[src/rtl/frame_loader_if.sv]
// Pixel stream handshake between the upstream pixel source and the frame loader.
// A transfer happens on a rising edge where i_pix_valid and o_pix_ready are both 1.
interface frame_loader_if;
    logic        i_pix_valid;
    logic        o_pix_ready;
    logic [15:0] i_pix_data;
    logic        i_pix_sof;

    // Upstream pixel source
    modport master (
        output i_pix_valid,
        output i_pix_data,
        output i_pix_sof,
        input  o_pix_ready
    );

    // Frame loader
    modport slave (
        input  i_pix_valid,
        input  i_pix_data,
        input  i_pix_sof,
        output o_pix_ready
    );
endinterface

[src/rtl/frame_loader.sv]
// Frame loader: writes a raster-ordered RGB565 pixel stream into the
// undisplayed page of a double-buffered, two-bank panel RAM, then waits for
// the panel driver to finish its scan before swapping pages.
module frame_loader #(
    parameter int unsigned COL_BITS = 6,
    parameter int unsigned ROW_BITS = 5
) (
    input  logic                         i_clk,
    input  logic                         i_rst_n,
    frame_loader_if.slave                pix,
    output logic [ROW_BITS+COL_BITS:0]   o_wr_addr,
    output logic [15:0]                  o_wr_data,
    output logic                         o_wr_en_b1,
    output logic                         o_wr_en_b2,
    input  logic                         i_frame_done,
    output logic                         o_disp_page,
    output logic                         o_swap_pending,
    output logic                         o_sof_err
);

    // Pixel index spans both banks: {bank, row-in-bank, column}.
    localparam int unsigned IDX_BITS  = ROW_BITS + 1 + COL_BITS;
    localparam int unsigned BANK_BITS = ROW_BITS + COL_BITS;
    localparam logic [IDX_BITS-1:0] LAST_IDX = '1;
    localparam logic [IDX_BITS-1:0] ONE_IDX  = IDX_BITS'(1);

    typedef enum logic [1:0] {
        IDLE      = 2'd0,
        FILL      = 2'd1,
        WAIT_SWAP = 2'd2
    } state_t;

    state_t              state;
    state_t              state_nxt;
    logic [IDX_BITS-1:0] cnt;
    logic [IDX_BITS-1:0] cnt_nxt;
    logic [IDX_BITS-1:0] wr_idx;
    logic                wr_req;
    logic                restart;
    logic                frame_end;
    logic                swap;
    logic                live_q;
    logic                xfer;

    // Ready is a pure decode of registers; live_q keeps it low until the
    // first edge after reset release.
    assign pix.o_pix_ready = live_q & (state != WAIT_SWAP);
    assign xfer            = pix.i_pix_valid & pix.o_pix_ready;

    // Next-state, counter and write-request decode.
    always_comb begin
        state_nxt = state;
        cnt_nxt   = cnt;
        wr_idx    = cnt;
        wr_req    = 1'b0;
        restart   = 1'b0;
        frame_end = 1'b0;
        swap      = 1'b0;
        case (state)
            IDLE: begin
                // Non-SOF pixels are consumed and dropped until a frame starts.
                if (xfer && pix.i_pix_sof) begin
                    wr_req    = 1'b1;
                    wr_idx    = '0;
                    cnt_nxt   = ONE_IDX;
                    state_nxt = FILL;
                end
            end
            FILL: begin
                if (xfer) begin
                    wr_req = 1'b1;
                    if (pix.i_pix_sof) begin
                        // SOF mid-frame restarts in the same back page, so the
                        // displayed page never sees the partial frame.
                        wr_idx  = '0;
                        cnt_nxt = ONE_IDX;
                        restart = 1'b1;
                    end else if (cnt == LAST_IDX) begin
                        cnt_nxt   = '0;
                        frame_end = 1'b1;
                        state_nxt = WAIT_SWAP;
                    end else begin
                        cnt_nxt = cnt + ONE_IDX;
                    end
                end
            end
            WAIT_SWAP: begin
                if (i_frame_done) begin
                    swap      = 1'b1;
                    state_nxt = IDLE;
                end
            end
            default: begin
                state_nxt = IDLE;
                cnt_nxt   = '0;
            end
        endcase
    end

    // State and pixel counter registers.
    always_ff @(posedge i_clk or negedge i_rst_n) begin
        if (!i_rst_n) begin
            state <= IDLE;
            cnt   <= '0;
        end else begin
            state <= state_nxt;
            cnt   <= cnt_nxt;
        end
    end

    // Marks that at least one edge has passed since reset release.
    always_ff @(posedge i_clk or negedge i_rst_n) begin
        if (!i_rst_n) begin
            live_q <= 1'b0;
        end else begin
            live_q <= 1'b1;
        end
    end

    // Registered RAM write port: bank select from the index MSB, address
    // targets the page not being displayed; address/data hold when idle.
    always_ff @(posedge i_clk or negedge i_rst_n) begin
        if (!i_rst_n) begin
            o_wr_en_b1 <= 1'b0;
            o_wr_en_b2 <= 1'b0;
            o_wr_addr  <= '0;
            o_wr_data  <= '0;
        end else begin
            o_wr_en_b1 <= wr_req & ~wr_idx[IDX_BITS-1];
            o_wr_en_b2 <= wr_req &  wr_idx[IDX_BITS-1];
            if (wr_req) begin
                o_wr_addr <= {~o_disp_page, wr_idx[BANK_BITS-1:0]};
                o_wr_data <= pix.i_pix_data;
            end
        end
    end

    // Page swap bookkeeping and restart error pulse.
    always_ff @(posedge i_clk or negedge i_rst_n) begin
        if (!i_rst_n) begin
            o_disp_page    <= 1'b0;
            o_swap_pending <= 1'b0;
            o_sof_err      <= 1'b0;
        end else begin
            o_sof_err <= restart;
            if (swap) begin
                o_disp_page    <= ~o_disp_page;
                o_swap_pending <= 1'b0;
            end else if (frame_end) begin
                o_swap_pending <= 1'b1;
            end
        end
    end

endmodule
[src/flat_wrapper.sv]
// flat-port wrapper written by rule: the top's interface ports become plain ports
module frame_loader_flat 
#(
    parameter int unsigned COL_BITS = 6,
    parameter int unsigned ROW_BITS = 5
)
  (i_clk, i_rst_n, o_wr_addr, o_wr_data, o_wr_en_b1, o_wr_en_b2, i_frame_done, o_disp_page, o_swap_pending, o_sof_err, pix_i_pix_valid, pix_i_pix_data, pix_i_pix_sof, pix_o_pix_ready);
  frame_loader_if pix_i ();
  input  logic i_clk;
  input  logic i_rst_n;
  output logic [ROW_BITS+COL_BITS:0] o_wr_addr;
  output logic [15:0] o_wr_data;
  output logic o_wr_en_b1;
  output logic o_wr_en_b2;
  input  logic i_frame_done;
  output logic o_disp_page;
  output logic o_swap_pending;
  output logic o_sof_err;
  input wire logic [$bits(pix_i.i_pix_valid)-1:0] pix_i_pix_valid;
  input wire logic [$bits(pix_i.i_pix_data)-1:0] pix_i_pix_data;
  input wire logic [$bits(pix_i.i_pix_sof)-1:0] pix_i_pix_sof;
  output wire logic [$bits(pix_i.o_pix_ready)-1:0] pix_o_pix_ready;
  assign pix_i.i_pix_valid = pix_i_pix_valid;
  assign pix_i.i_pix_data = pix_i_pix_data;
  assign pix_i.i_pix_sof = pix_i_pix_sof;
  assign pix_o_pix_ready = pix_i.o_pix_ready;
  frame_loader #(.COL_BITS(COL_BITS), .ROW_BITS(ROW_BITS)) u_core (.i_clk(i_clk), .i_rst_n(i_rst_n), .pix(pix_i), .o_wr_addr(o_wr_addr), .o_wr_data(o_wr_data), .o_wr_en_b1(o_wr_en_b1), .o_wr_en_b2(o_wr_en_b2), .i_frame_done(i_frame_done), .o_disp_page(o_disp_page), .o_swap_pending(o_swap_pending), .o_sof_err(o_sof_err));
endmodule
[config.mk]
export PLATFORM = sky130hd
export DESIGN_NAME = frame_loader_flat
export DESIGN_NICKNAME = d
export VERILOG_FILES = /design/src/rtl/frame_loader_if.sv /design/src/rtl/frame_loader.sv /design/src/flat_wrapper.sv
export SDC_FILE = /design/constraint.sdc
export NUM_CORES = 1
export LEC_CHECK = 0
export ABC_AREA = 1
export BUFFER_PORTS_ARGS = -buffer_cell sky130_fd_sc_hd__buf_2
export CORE_UTILIZATION = 36
export CTS_CLUSTER_SIZE = 14
export DETAILED_ROUTE_END_ITERATION = 8
export SLEW_MARGIN = 10
export SYNTH_ARGS = -nofsm -noshare
export SYNTH_HDL_FRONTEND = slang
export SYNTH_SLANG_ARGS = --single-unit
[constraint.sdc]
create_clock -name i_clk -period 1.6 [get_ports i_clk]
set_input_delay 0.16 -clock i_clk [delete_from_list [all_inputs] [get_ports i_clk]]
set_output_delay 0.16 -clock i_clk [all_outputs]
set_load 0.05 [all_outputs]
Yosys cells after proc, flatten, opt, wreduce, memory -nomap -nowiden
Cells that the tools add are included.
{"block": "op_classes", "add_sub_neg": 1, "n_eq_ne": 9, "mux": 29, "n_bitwise": 7, "n_reduce_logical": 5}
{"cell": "12-bit 2-to-1 mux", "count": 7}
{"cell": "12-bit one-hot mux with 3 select lines", "count": 1}
{"cell": "12-bit one-hot mux with 2 select lines", "count": 1}
{"cell": "1-bit 2-to-1 mux", "count": 13}
{"cell": "12-bit by 1-bit adder with 12-bit output, second input constant", "count": 1}
{"cell": "12-bit == test, second input constant", "count": 1}
{"cell": "2-bit 2-to-1 mux", "count": 5}
{"cell": "2-bit by 1-bit != test with 1-bit output, second input constant", "count": 3}
{"cell": "2-bit != test, second input constant", "count": 3}
{"cell": "2-bit one-hot mux with 3 select lines", "count": 1}
{"cell": "5-bit AND reduction", "count": 1}
{"cell": "1-bit bitwise AND", "count": 4}
{"cell": "1-bit NOT", "count": 3}
{"cell": "3-bit AND reduction", "count": 1}
{"cell": "2-bit by 1-bit == test with 1-bit output, second input constant", "count": 1}
{"cell": "2-bit == test, second input constant", "count": 1}
{"cell": "2-bit logical NOT", "count": 1}
{"cell": "1-bit one-hot mux with 2 select lines", "count": 1}
{"cell": "2-bit nonzero test", "count": 1}
{"cell": "1-bit logical AND", "count": 1}
{"block": "word_totals", "reg_bits": 48, "inputBits": 21, "out_inout_bits": 34, "word_cells": 61}

Depth between registers and ports, before layout
Gate-level depths: netlist of run 1.
{"block": "depth", "ltp_word": 8, "ltp_mapped": 10, "depth_no_buf": 9}

Least setup slack after synthesis of run 1
OpenSTA, ideal clock, no wires.
{"block": "synth_path", "kind": "reg2out", "start": "reg u_core.state[1]", "end": "out pix_o_pix_ready", "arrival_time_ns": 1.198, "path_slack_ns": 0.242, "stages_incl_launch_ff": 4, "path_buffers": 0, "path_cell_list": "dfrtp_1 inv_1 nor2_1 nor2_1"}
{"block": "synth_via", "elab_chain_len": 2}
{"element": "start, declared", "line": "frame_loader.sv:33", "text": "state_t state;"}
{"element": "start signal, assigned", "line": "frame_loader.sv:106", "text": "state <= state_nxt;"}
{"element": "2-bit != test", "line": "frame_loader.sv:47", "text": "assign pix.o_pix_ready = live_q & (state != WAIT_SWAP);"}
{"element": "1-bit bitwise AND", "line": "frame_loader.sv:47"}
{"element": "end, declared", "line": "flat_wrapper.sv:22", "text": "output wire logic [$bits(pix_i.o_pix_ready)-1:0] pix_o_pix_ready;"}
No other way between the ends.

Worst setup path after layout of run 1
{"block": "layout_path", "start": "reg u_core.state[0]", "end": "reg u_core.o_wr_addr[11]"}
{"block": "layout_via", "elab_chain_len": 6, "word_cells_on_any_way": 9}
{"element": "2-bit != test", "line": "frame_loader.sv:47"}
{"element": "1-bit bitwise AND", "line": "frame_loader.sv:47"}
{"element": "1-bit bitwise AND", "line": "frame_loader.sv:48", "text": "assign xfer = pix.i_pix_valid & pix.o_pix_ready;"}
{"element": "1-bit logical AND", "line": "frame_loader.sv:62", "text": "if (xfer && pix.i_pix_sof) begin"}
{"element": "1-bit 2-to-1 mux", "line": "frame_loader.sv:62"}
{"element": "1-bit one-hot mux with 2 select lines (*)", "line": "frame_loader.sv:59", "text": "case (state)"}
{"element": "end signal, assigned", "line": "frame_loader.sv:132", "text": "o_wr_addr <= {~o_disp_page, wr_idx[BANK_BITS-1:0]};"}
{"element": "end, declared", "line": "frame_loader.sv:11", "text": "output logic [ROW_BITS+COL_BITS:0] o_wr_addr,"}
Every way passes the cells marked *; elsewhere a longest branch is shown, timed or not.
A chain may end at the register's enable or synchronous reset.

==> impl_results.md, run 1 <==
- Reg-to-reg startpoint: u_core.state[0]$_DFFE_PN0P_
- CTS Buffer Depth: 2
- Avg Cell Area, Syn: 8.31 um2
- Synth Area in XOR/XNOR: 1.15%
- Seq/Total Area, Yosys: 52.4%
- CP Capture Point: u_core.o_wr_addr[11]$_DFFE_PN0P_
- Slew Limit Fails: 0
- Status: complete, no violations
- Yosys reg bits: 48
- Simple-gate area share of the yosys netlist: 28.2%
- DRT iter0 DRCs: 79
- Clock sink total: 48
- Residual DRC count: 0
- Row count: 28
- Startpoint types: flop
- Cell area after layout: 0.00286 mm2
- R2r setup slk: 0.1 ns
- Final Hold Slack: 0.0436 ns
- Final hold vios: 0
- TritonCTS Buffers: 5
- R2r endpoint: u_core.o_wr_addr[11]$_DFFE_PN0P_
- Largest net degree at the start of global routing: 32
- Most used cell along the critical path: nand2_1
- Area grow syn2layout: 24.8%
- Initial core utilization: 38.1%
- Nets@finish: 362
- Initial antenna violation count: 0
- Synth cell types: 28
- Setup Viol. Count Final: 0
- Sw Pwr: 1070 uW
- Avg WL per Cell: 12.8 um
- Crit-path max FO: 13
- WP data arrival: 1.70 ns
- Mux contribution to synthesized area: 0%
- Fmax: 0.665 GHz
- Period utilization: 94.0%
- Routed WL: 5310 um
- Seq pwr share: 43.4%
- Antenna diodes: 0
- Comb power frac: 23.8%
- Hpwl dp: 3990 um
- Placed instance area: 0.00267 mm2
- WS Path Type: reg -> reg
- TritonRoute pass-1 iters: 4
- Input/output buffers: 54
- Hold path start: pix_i_pix_data[9]
- DRT antenna net count: 0
- Warnings, synthesis: 0
- Cells after Synth: 276
- CP cell instances: inv_2 -> nand2_4 -> nand3_2 -> inv_1 -> nand2_1 -> nand2_1 -> buf_4 -> nor2_1 -> a21oi_1
- Clk pwr share: 32.8%
- Skew final: 0.00534 ns
- First-pass GRT wire length: 8580 um
- Synth Net Count: 298
- CTS root buffer: clkbuf_8
- Slowest-stage cell, CP: dfrtp_1
- Die Y: 81.8 um
- CP endpoint kind: flop
- Vias: 2014
- MaxCap Viol Count: 0
- PwrDens: 1130 mW/mm2
- Layout cell share with drive strength beyond 1: 27.3%
- Peak supply drop: 0.633 mV
- Int Pwr: 2150 uW
- Hold WC Path Type: in -> reg
- Core box area: 0.00603 mm2
- Post-Syn Area: 0.00229 mm2
- Synth Area in Adders: 0.546%
- GRT Overall Usage: 16.9%
- Num ports: 55
- Switching Fraction: 33.3%
- Vias per cell: 4.84
- CTS clk-pin slew, worst paths: 0.09 ns
- Die ar.: 0.00669 mm2
- CTS HTree Levels: 2
- Final min period: 1.50 ns
- Number of global-route vias before repair: 1863
- Largest family of logic cells by synthesized area: simple AND/OR/NAND/NOR gates
- Compound-cell area share of the yosys netlist: 9.06%
- CP Launch Point: u_core.state[0]$_DFFE_PN0P_
- FF-to-FF path depth: 9
- Clock insertion delay at the later pin of the skew report: 0.30 ns
- TritonCTS clock tree: done
- Leak Pwr: 0.00152 uW
- Placer Congestion: 0.858
- Global route overflow: 0
- Worst path required time: 1.79 ns
- Die W: 81.8 um
- CP peak stage delay: 0.42 ns
## cells by family after synthesis
family | Yosys count
AO/OA/AOI/OAI | 41
adder cells (fa/ha/maj) | 1
AND/OR/NAND/NOR | 142
flip-flops | 48
other | 1
buffers and inverters | 40
XOR/XNOR | 3
## through the flow
stage                     util, %  setup WS, ns  total power, uW  cells  setup TNS, ns
after global routing         47.5      -0.00641             3370    416        -0.0112
after detailed placement     44.3       -0.0590             2190    405        -0.0590
after floorplan                 -         0.242             1970    276              0
after global placement       44.3       -0.0689             2180    405        -0.0689
after CTS                    46.9        0.0474             3250    414              0
final                        47.5        0.0960             3220    416              0
## how the worst min path moves through the flow
stage / endpoint / cells after the start
6_report: u_core.o_wr_data[9]$_DFFE_PN0P_ / 3
5_1_grt: u_core.o_wr_data[9]$_DFFE_PN0P_ / 3
3_3_place_gp: u_core.o_disp_page$_DFFE_PN0P_ / 1
2_1_floorplan: u_core.cnt[0]$_DFFE_PN0P_ / 0
4_1_cts: u_core.o_wr_data[3]$_DFFE_PN0P_ / 3
3_5_place_dp: u_core.o_disp_page$_DFFE_PN0P_ / 1
## registers in the layout (all words and copies together) (netlist names)
name,cells
u_core.o_wr_en_b1,1
u_core.o_wr_data,16
u_core.cnt,12
u_core.live_q,1
u_core.o_wr_addr,12
u_core.o_sof_err,1
u_core.state,2
u_core.o_disp_page,1
u_core.o_wr_en_b2,1
u_core.o_swap_pending,1
## Yosys cell counts
library cell	n	share of area [%]
nor2_4	1	0.49
nand2_1	72	12
nand2_4	2	0.98
dfrtp_1	48	52
nand3_1	32	7.0
o21ai_0	18	3.9
ha_1	1	0.55
nor2_2	3	0.82
nor3b_1	1	0.33
xor2_1	2	0.76
o21ai_1	7	1.5
nand4_2	1	0.55
inv_2	3	0.49
nand2_2	2	0.55
buf_2	4	0.87
buf_6	3	1.5
nor3_1	3	0.65
inv_1	25	4.1
nand3b_1	1	0.33
inv_4	1	0.27
o211ai_1	1	0.33
xnor2_1	1	0.38
conb_1	1	0.16
nand3_2	1	0.44
nand4_1	5	1.4
a21oi_1	15	3.3
buf_4	4	1.3
nor2_1	18	2.9
## per-layer routing
layer  vias up  GRT usage [%]  routed length, um
li1       1014              -                  -
met2        68           27.7               2410
met3         8           3.11                360
met4         0           5.26                 61
met5         -              0                  0
met1       924           22.6               2480
## cell usage in the layout, fill, tap and decap left out, types with 3 or more instances in the layout
cell	instances
nor2_2	3
nor3_1	3
nor2_1	17
buf_4	12
nand3_1	30
o21ai_1	8
o21ai_0	17
nand2_1	72
a21oi_1	14
clkbuf_8	5
nand4_1	5
inv_1	25
buf_2	54
dfrtp_1	48
## layout make-up
cell class	instances	area, um2
repair buffers	68	390
multi-input cells	188	926
clock inverters	3	68.8
fillers	621	3160
well taps	75	93.8
clock buffers	5	68.8
inverters	29	114
flip-flops and latches	48	1200
## power by group through the flow
| stage | clock network, uW | registers, uW | logic, uW |
|---|---|---|---|
| floorplan | 0 | 1760 | 205 |
| global placement | 0 | 1420 | 758 |
| detailed placement | 0 | 1420 | 763 |
| CTS | 1080 | 1400 | 769 |
| global route | 1120 | 1410 | 835 |
| finish | 1060 | 1400 | 768 |
## repair_timing
action,in CTS,in global routing
endpoints found under the hold margin,17,0
hold buffers,1,0
cloned,0,0
pin swaps,0,1
setup endpoints to repair,1,11
buffers inserted,0,2
gates resized for setup,2,7
## worst max-delay path: cells and delay by family, from the launching register on
family / cells / cell delay, ns
AOI/OAI and AO/OA: 1 / 0.05
buffers and inverters: 3 / 0.37
DFF: 1 / 0.42
and+or+nand+nor: 5 / 0.55
Note: power is estimated with default switching activity, not from simulation.
==> run 2: changes to the inputs <==
--- a/config.mk
+++ b/config.mk
@@ -10,6 +10,7 @@
 export CORE_UTILIZATION = 36
 export CTS_CLUSTER_SIZE = 14
 export DETAILED_ROUTE_END_ITERATION = 8
+export REMOVE_ABC_BUFFERS = 1
 export SLEW_MARGIN = 10
 export SYNTH_ARGS = -nofsm -noshare
 export SYNTH_HDL_FRONTEND = slang
==> run 2 against run 1 <==
Against the previous run:
- global-route usage rose by 0.47 points
- die area did not move
- power fell by 11%
- routed wire length rose by 0.96%
- fmax rose by 0.38%
- largest power group unchanged
==> impl_results.md, run 2 (synthesis gave the netlist of run 1 again) <==
- Status: complete, no violations (unchanged)
- Commonest non-fill, non-tap cell in the layout: nand2_1 (unchanged)
- PwrDens: 1030 mW/mm2 (was 1130 mW/mm2)
- Crit-path max FO: 10 (was 13)
- CP Buf/Inv Count: 3 (unchanged)
- Biggest registers after layout: u_core.o_wr_data: 16 flops, u_core.cnt: 12 flops, u_core.o_wr_addr: 12 flops (unchanged)
- DRT iter0 DRCs: 91 (was 79)
- Row count: 28 (unchanged)
- TritonRoute pass-1 iters: 4 (unchanged)
- Highest-count cells in the layout ignoring fill and taps: 71 x nand2_1, 54 x buf_2, 48 x dfrtp_1, 31 x nand3_1, 25 x inv_1 (was 72 x nand2_1, 54 x buf_2, 48 x dfrtp_1, 30 x nand3_1, 25 x inv_1)
- Layout cell share with drive strength beyond 1: 26.5% (was 27.3%)
- Setup Viol. Count Final: 0 (unchanged)
- Hold WC Path Type: in -> reg (unchanged)
- CTS HTree Levels: 2 (unchanged)
- Clock sink total: 48 (unchanged)
- Initial antenna violation count: 0 (unchanged)
- Largest net degree at the start of global routing: 22 (was 32)
- Nets@finish: 362 (unchanged)
- Number of global-route vias before repair: 1822 (was 1863)
- Residual DRC count: 0 (unchanged)
- TritonCTS Buffers: 5 (unchanged)
- CTS root buffer: clkbuf_8 (unchanged)
- WP data arrival: 1.70 ns (about the same)
- Critical path's top delay family: simple AND/OR/NAND/NOR gates (unchanged)
- Clk pwr share: 23.9% (was 32.8%)
- First-pass GRT wire length: 8830 um (was 8580 um)
- Period utilization: 93.6% (was 94.0%)
- Reg-to-reg startpoint: u_core.state[0]$_DFFE_PN0P_ (unchanged)
- CP peak stage delay: 0.41 ns (was 0.42 ns)
- Die ar.: 0.00669 mm2 (unchanged)
- Unrepaired setup endpoints after global routing: yes
- Fmax: 0.667 GHz (was 0.665 GHz)
- Hold path start: pix_i_pix_data[12] (was pix_i_pix_data[9])
- Peak supply drop: 0.476 mV (was 0.633 mV)
- Initial core utilization: 38.1% (unchanged)
- Post-route setup slack: 0.102 ns (was 0.0960 ns)
- Sw Pwr: 1040 uW (was 1070 uW)
- CP endpoint kind: flop (unchanged)
- Vias per cell: 4.74 (was 4.84)
- CTS clk-pin slew, worst paths: 0.09 ns (about the same)
- WS Path Type: reg -> reg (unchanged)
- Global route overflow: 0 (unchanged)
- Dpl ws: -0.0302 ns (was -0.0590 ns)
- Startpoint types: flop (unchanged)
- Avg WL per Cell: 12.9 um (was 12.8 um)
- Routed WL: 5360 um (was 5310 um)
- Slew Limit Fails: 0 (unchanged)
- Max reg flops: 16 (unchanged)
- TritonCTS clock tree: done (unchanged)
- CP Launch Point: u_core.state[0]$_DFFE_PN0P_ (unchanged)
- Area grow syn2layout: 21.6% (was 24.8%)
- Int Pwr: 1820 uW (was 2150 uW)
- Die Y: 81.8 um (unchanged)
- CP cell instances: inv_2 -> nand2_4 -> nand4_2 -> nand2_2 -> nand2_4 -> inv_4 -> o21ai_1 -> nand2_1 -> inv_1 (was inv_2 -> nand2_4 -> nand3_2 -> inv_1 -> nand2_1 -> nand2_1 -> buf_4 -> nor2_1 -> a21oi_1)
- Vias: 1967 (was 2014)
- Final min period: 1.50 ns (about the same)
- Worst path required time: 1.80 ns (was 1.79 ns)
- Clock insertion delay at the later pin of the skew report: 0.30 ns (about the same)
- Most used cell along the critical path: nand2_4 (was nand2_1)
- Biggest register: u_core.o_wr_data (unchanged)
- Placer Congestion: 0.865 (was 0.858)
- Input/output buffers: 54 (unchanged)
- Num ports: 55 (unchanged)
- Antenna diodes: 0 (unchanged)
- Comb power frac: 27.4% (was 23.8%)
- Leak Pwr: 0.00149 uW (was 0.00152 uW)
- MaxCap Viol Count: 0 (unchanged)
- Skew final: 0.00825 ns (was 0.00534 ns)
- GRT Overall Usage: 17.4% (was 16.9%)
- Hpwl dp: 4000 um (was 3990 um)
- Die W: 81.8 um (unchanged)
- DRT antenna net count: 0 (unchanged)
- Slowest-stage cell, CP: dfrtp_1 (unchanged)
- Final hold vios: 0 (unchanged)
- Seq pwr share: 48.6% (was 43.4%)
- R2r setup slk: 0.10 ns (was 0.1 ns)
- Switching Fraction: 36.2% (was 33.3%)
- Final Total Pwr: 2860 uW (was 3220 uW)
- Core box area: 0.00603 mm2 (unchanged)
- CTS Buffer Depth: 2 (unchanged)
## run 2: timing repair
item	CTS	global route
endpoints found under the setup margin	1	20
setup buffers	0	1
hold buffers	1	0
gates resized for setup	1	5
endpoints found under the hold margin	10	0
cloned	0	0
## run 2: metrics by stage
stage | hold slack, ns | cells | setup TNS, ns | utilization, % | area, um2
2_1_floorplan | -0.136 | 265 | -5.12 | - | 2210
3_3_place_gp | 0.0646 | 406 | -0.0472 | 44.4 | 2680
3_5_place_dp | 0.0719 | 406 | -0.0302 | 44.4 | 2680
4_1_cts | 0.0376 | 414 | 0 | 46.0 | 2770
5_1_grt | 0.0403 | 415 | -0.0139 | 46.3 | 2790
6_report | 0.0472 | 415 | 0 | 46.3 | 2790
## run 2: final timing paths
check,end,depth (start not counted)
setup / recovery,u_core.cnt[9]$_DFFE_PN0P_,9
hold / removal,u_core.o_wr_data[12]$_DFFE_PN0P_,3
setup reg to reg,u_core.cnt[9]$_DFFE_PN0P_,9
hold reg to reg,u_core.o_wr_addr[11]$_DFFE_PN0P_,1
max in group asynchronous,u_core.cnt[2]$_DFFE_PN0P_,3
min in group asynchronous,u_core.o_wr_data[12]$_DFFE_PN0P_,2
## run 2: routing by layer
metal / share of wire (%) / up-vias / track usage, %
li1: - / 1015 / -
met1: 51 / 900 / 24.7
met2: 45 / 46 / 26.9
met3: 4.0 / 6 / 3.33
met4: 0.71 / 0 / 4.74
met5: 0 / - / 0
## run 2: layout make-up
class | count | area (um2)
repair buffers | 68 | 390
clock buffers | 6 | 72.6
multi-input cells | 188 | 912
fillers | 616 | 3240
clock inverters | 1 | 5.00
inverters | 29 | 114
flip-flops and latches | 48 | 1200
well taps | 75 | 93.8
## run 2: power groups by stage
stage | registers [uW] | clock network [uW] | logic [uW]
floorplan | 1760 | 0 | 185
global placement | 1420 | 0 | 777
detailed placement | 1420 | 0 | 778
CTS | 1390 | 718 | 783
global route | 1410 | 763 | 843
finish | 1390 | 685 | 784
## run 2: tightest hold or removal path: stages
cell	delay [ns]
buf_2	0.07
nand2_1	0.04
nand2_1	0.04
